<file path="config.mk">
export PLATFORM = sky130hd
export DESIGN_NAME = light_phase_scheduler
export DESIGN_NICKNAME = d
export VERILOG_FILES = /design/src/rtl/light_phase_scheduler.sv
export SDC_FILE = /design/constraint.sdc
export NUM_CORES = 1
export LEC_CHECK = 0
export CORE_MARGIN = 1
export CORE_UTILIZATION = 34
export CTS_BUF_LIST = sky130_fd_sc_hd__clkbuf_2
export CTS_CLUSTER_DIAMETER = 120
export DETAILED_ROUTE_END_ITERATION = 8
export DONT_BUFFER_PORTS = 1
export HOLD_SLACK_MARGIN = 0.12
export PLACE_DENSITY = 0.57
export SYNTH_ARGS = -nofsm -noshare
export SYNTH_HDL_FRONTEND = slang
export SYNTH_SLANG_ARGS = --single-unit
</file>
<file path="constraint.sdc">
create_clock -name clk -period 2.4 [get_ports clk]
set_input_delay 0.24 -clock clk [delete_from_list [all_inputs] [get_ports clk]]
set_output_delay 0.24 -clock clk [all_outputs]
set_load 0.02 [all_outputs]
</file>
<file path="src/rtl/light_phase_scheduler.sv">
// -----------------------------------------------------------------------------
// light_phase_scheduler
//   Four-approach traffic light sequencer: ALLRED -> GREEN -> YELLOW -> ALLRED.
//   All timing is in "ticks" of a TICK_DIV-cycle prescaler. The prescaler and
//   the elapsed-tick counter restart on every state change, so each interval is
//   an exact multiple of TICK_DIV cycles. Approaches are served round-robin.
//
// Ports
//   clk    : rising-edge clock
//   reset  : asynchronous, active-high reset
//   req    : level requests, [0]=N [1]=E [2]=S [3]=W
//   grant  : one-hot approach being served (GREEN/YELLOW), 0 in ALLRED
//   green  : green lamps (grant while GREEN)
//   yellow : yellow lamps (grant while YELLOW)
//   red    : ~(green | yellow)
//   phase  : 0=ALLRED, 1=GREEN, 2=YELLOW
// -----------------------------------------------------------------------------
module light_phase_scheduler #(
    parameter int TICK_DIV = 4,
    parameter int ALLRED_T = 1,
    parameter int MIN_GREEN = 2,
    parameter int GREEN_T  = 6,
    parameter int YELLOW_T = 2
) (
    input  logic       clk,
    input  logic       reset,
    input  logic [3:0] req,
    output logic [3:0] grant,
    output logic [3:0] green,
    output logic [3:0] yellow,
    output logic [3:0] red,
    output logic [1:0] phase
);

    typedef enum logic [1:0] {
        ALLRED = 2'd0,
        GREEN  = 2'd1,
        YELLOW = 2'd2
    } state_t;

    localparam logic [3:0] TICK_MAX = 4'(TICK_DIV - 1);
    localparam logic [3:0] ALLRED_N = 4'(ALLRED_T);
    localparam logic [3:0] MING_N   = 4'(MIN_GREEN);
    localparam logic [3:0] GREEN_N  = 4'(GREEN_T);
    localparam logic [3:0] YELLOW_N = 4'(YELLOW_T);

    state_t     state_q, state_d;
    logic [3:0] presc_q;
    logic [3:0] n_q, n_next;
    logic [3:0] grant_q, grant_d;
    logic [1:0] ptr_q, ptr_d;
    logic [1:0] gidx;
    logic [1:0] idx;
    logic [3:0] winner;
    logic       found;
    logic       tick;

    assign tick   = (presc_q == TICK_MAX);
    // Count including the current tick edge, saturating at 15.
    assign n_next = (n_q == 4'd15) ? 4'd15 : n_q + 4'd1;

    // Index of the approach currently granted.
    always_comb begin
        gidx = 2'd0;
        for (int i = 0; i < 4; i++)
            if (grant_q[i]) gidx = 2'(i);
    end

    // Round-robin: first requesting approach at or after ptr, wrapping.
    always_comb begin
        winner = 4'd0;
        found  = 1'b0;
        idx    = 2'd0;
        for (int i = 0; i < 4; i++) begin
            idx = ptr_q + 2'(i);
            if (!found && req[idx]) begin
                winner[idx] = 1'b1;
                found       = 1'b1;
            end
        end
    end

    // Next-state logic; every transition is qualified by a tick edge.
    always_comb begin
        state_d = state_q;
        grant_d = grant_q;
        ptr_d   = ptr_q;
        if (tick) begin
            unique case (state_q)
                ALLRED: begin
                    if (n_next >= ALLRED_N && found) begin
                        state_d = GREEN;
                        grant_d = winner;
                    end
                end
                GREEN: begin
                    if ((n_next >= MING_N && (req & grant_q) == 4'd0) ||
                        (n_next >= GREEN_N && (req & ~grant_q) != 4'd0))
                        state_d = YELLOW;
                end
                YELLOW: begin
                    if (n_next == YELLOW_N) begin
                        state_d = ALLRED;
                        grant_d = 4'd0;
                        ptr_d   = gidx + 2'd1;
                    end
                end
                default: begin
                    state_d = ALLRED;
                    grant_d = 4'd0;
                end
            endcase
        end
    end

    always_ff @(posedge clk or posedge reset) begin
        if (reset) begin
            state_q <= ALLRED;
            presc_q <= 4'd0;
            n_q     <= 4'd0;
            grant_q <= 4'd0;
            ptr_q   <= 2'd0;
        end else begin
            state_q <= state_d;
            grant_q <= grant_d;
            ptr_q   <= ptr_d;
            if (state_d != state_q) begin
                presc_q <= 4'd0;
                n_q     <= 4'd0;
            end else if (tick) begin
                presc_q <= 4'd0;
                n_q     <= n_next;
            end else begin
                presc_q <= presc_q + 4'd1;
            end
        end
    end

    // Moore outputs from registered state only.
    assign grant  = grant_q;
    assign green  = (state_q == GREEN)  ? grant_q : 4'd0;
    assign yellow = (state_q == YELLOW) ? grant_q : 4'd0;
    assign red    = ~(green | yellow);
    assign phase  = state_q;

endmodule

</file>
==> results by group <==
Route
  – DRC Markers: 0
  – Via/cell ratio: 5.66
  – WL per Instance: 15.3 um
  – Antenna viol nets, final: 0
  – Final wirelength: 3370 um
  – DRT iter0 DRCs: 47
  – Pre-Repair DR Iteration Count: 4
  – Via count: 1246

Cells and area
  – Fraction of layout cells with a size suffix above 1: 21.2%
  – Layout area overhead: 16.6%
  – Post-Layout Cell Count: 220
  – Nets: 189
  – Final Util: 41.3%
  – Diode count: 0

GRT
  – Vias in the first global route: 1148
  – GRT overflow: 0
  – Initial antenna violation count: 0
  – First-pass GRT wire length: 5490 um
  – Largest net degree at the start of global routing: 17
  – GRT Overall Usage: 16.6%

Timing
  – Rel. slew slack: 57.4%
  – Final Hold Fails: 0
  – FMAX: 0.439 GHz
  – Worst hold slack: 0.385 ns
  – Crit share post-route: 94.9%
  – Slew Viols, Final: 0
  – Worst Tran Pin Value: 0.638 ns
  – Setup TNS: 0 ns
  – Post-route minimum period: 2.28 ns
  – Setup-failing EPs final: 0
  – Skew final: 0.0169 ns
  – Unrepaired setup endpoints after global routing: no

CTS
  – CTS sink count: 16
  – Max clock buf depth: 2
  – Clock slew at reported path FFs: 0.15 ns
  – TritonCTS clock tree: yes
  – CTS Buf Count: 3
  – Clock latency on the worst-skew pair: 0.31 ns
  – Htree depth: 1
  – Root buffer cell: clkbuf_2

Floorplan
  – Die Area: 4400 sq um
  – Std cell rows: 23
  – Die width: 66.3 um
  – I/O pin cnt: 24
  – Initial Utilization: 35.4%
  – Core ar.: 3970 sq um
  – Die Y: 66.3 um

Critical path
  – Critical path class: reg -> reg
  – Reg-to-Reg End: grant[1]
  – Reg2reg path depth: 8
  – Crit end category: flop
  – R2R Setup Slk: 0.12 ns
  – Worst r2r src: ptr_q[0]
  – Worst path required time: 2.64 ns
  – Crit Path Max Fanout: 6
  – Type of origin of the critical path: flop
  – CP arrival: 2.52 ns

Placed design
  – Number of port buffers: 0
  – Placer Congestion: 0.835
  – Placed insts: 214
  – Detailed Place HPWL: 2720 um

Worst hold path
  – Hold Path Sink: phase[1]
  – Hold path cells: 4
  – Min-delay src: req[2]
  – Path category of the worst min-delay check: in -> reg

Run status
  – Outcome: completed

Logic synthesis
  – Mapped Cells: 152
  – Synth Net Count: 170
  – FF+latch count, synth: 16
  – Post-synthesis sequential area ratio: 28.5%
  – Count of cell types in the netlist: 43
  – Syn. warnings: 0
  – Synth Cell Area: 1410 sq um
  – Ys flop type: dfrtp_1
  – Post-synth EDFFs: 0
  – Avg Inst Size Synth: 9.25 sq um
  – Asr flop ratio synth: 100%

Pwr
  – Power Total: 1.84 mW
  – Lkg Pwr: 0.677 nW
  – PD cells: 1120 nW/um^2
  – Maximum VDD drop: 0.301 mV

Flow run
  – Maxcap violations: 0
==> logic make-up after synthesis <==
group | after synthesis | synth area share, %
DFF | 16 | 28.5
buffers and inverters | 18 | 5.16
muxes | 10 | 11.6
AOI/OAI and AO/OA | 42 | 23.5
xor gates and xnor gates | 2 | 1.25
and+or+nand+nor | 52 | 19.4
adders and majority gates | 12 | 10.7
==> cells in the mapped netlist, types with 3 or more instances <==
| master | n | area (sq um) |
|---|---|---|
| dfrtp_1 | 16 | 400 |
| o21ai_0 | 4 | 20.0 |
| mux2_1 | 4 | 45.0 |
| o31ai_1 | 3 | 22.5 |
| nor3_1 | 11 | 55.1 |
| a21oi_1 | 4 | 20.0 |
| ha_1 | 12 | 150 |
| nand3_1 | 4 | 20.0 |
| nand2_1 | 18 | 67.6 |
| clkbuf_1 | 3 | 11.3 |
| a31oi_1 | 4 | 25.0 |
| a22oi_1 | 8 | 60.1 |
| o211ai_1 | 4 | 30.0 |
| inv_1 | 12 | 45.0 |
| nor2_1 | 10 | 37.5 |
==> layer usage <==
layer | global-route usage, % | share of wire [%] | vias up
met5 | 0 | 0 | -
met4 | 9.84 | 2.6 | 0
met3 | 2.24 | 4.2 | 9
met2 | 25.0 | 47 | 35
met1 | 22.3 | 46 | 599
li1 | - | - | 603
==> registers in the layout (all words and copies together) (netlist names) <==
signal,cells
ptr_q,2
n_q,4
grant,4
phase,2
presc_q,4
==> metrics by stage <==
| stage | setup slack [ns] | instance area (sq um) |
|---|---|---|
| 4_1_cts | 0.0954 | 1600 |
| 3_5_place_dp | 0.135 | 1570 |
| 2_1_floorplan | 0.0621 | 1410 |
| 3_3_place_gp | 0.166 | 1570 |
| 6_report | 0.122 | 1640 |
| 5_1_grt | 0.0277 | 1640 |
==> cells in the final DEF, fill, tap and decap left out, types with 4 or more instances in the layout <==
| cell | netlist | routed |
|---|---|---|
| nand2_1 | 18 | 18 |
| buf_4 | 1 | 18 |
| dfrtp_1 | 16 | 14 |
| inv_1 | 12 | 12 |
| nor3_1 | 11 | 11 |
| ha_1 | 12 | 11 |
| nor2_1 | 10 | 10 |
| a22oi_1 | 8 | 8 |
| a31oi_1 | 4 | 4 |
| o211ai_1 | 4 | 4 |
| mux2_1 | 4 | 4 |
| a21oi_1 | 4 | 4 |
| nand3_1 | 4 | 4 |
| o21ai_0 | 4 | 4 |
==> report_power, final <==
part / switching, mW / internal [mW] / leakage [nW] / total [mW]
Combinational: 0.705 / 0.491 / 0.462 / 1.20
Sequential: 0.169 / 0.352 / 0.201 / 0.521
Clock: 0.0900 / 0.0362 / 0.0140 / 0.126
Total: 0.964 / 0.879 / 0.677 / 1.84
==> how the worst max path moves through the flow <==
| stage | startpoint | to | slack [ns] | depth (start not counted) |
|---|---|---|---|---|
| 2_1_floorplan | ptr_q[0] | grant[0] | 0.06 | 6 |
| 3_3_place_gp | ptr_q[0] | grant[1] | 0.17 | 6 |
| 3_5_place_dp | ptr_q[0] | n_q[0] | 0.13 | 6 |
| 4_1_cts | ptr_q[0] | grant[1] | 0.1 | 8 |
| 5_1_grt | ptr_q[1] | n_q[1] | 0.03 | 6 |
| 6_report | ptr_q[0] | grant[1] | 0.12 | 8 |
==> critical path: stages (launching register included) <==
cell	delay (ns)
dfrtp_2	0.39
inv_1	0.08
ha_4	0.28
mux4_2	0.53
buf_4	0.19
nor4b_4	0.37
nand2_1	0.10
o211ai_1	0.12
mux2_1	0.18
==> timing repair <==
action | CTS | global route
setup endpoints to repair | 0 | 8
gates resized for setup | 0 | 5
endpoints found under the hold margin | 16 | 0
hold buffers | 1 | 0
buffers inserted | 0 | 1
==> layout make-up <==
cell class | count | area [sq um]
fill | 394 | 2330
clock buffer | 3 | 15.0
multi-input combinational | 118 | 962
inverter | 13 | 48.8
sequential | 16 | 403
timing repair buffer | 19 | 145
tap | 50 | 62.6
clock inverter | 1 | 3.75
No activity file was read; power rests on OpenSTA's default activity.
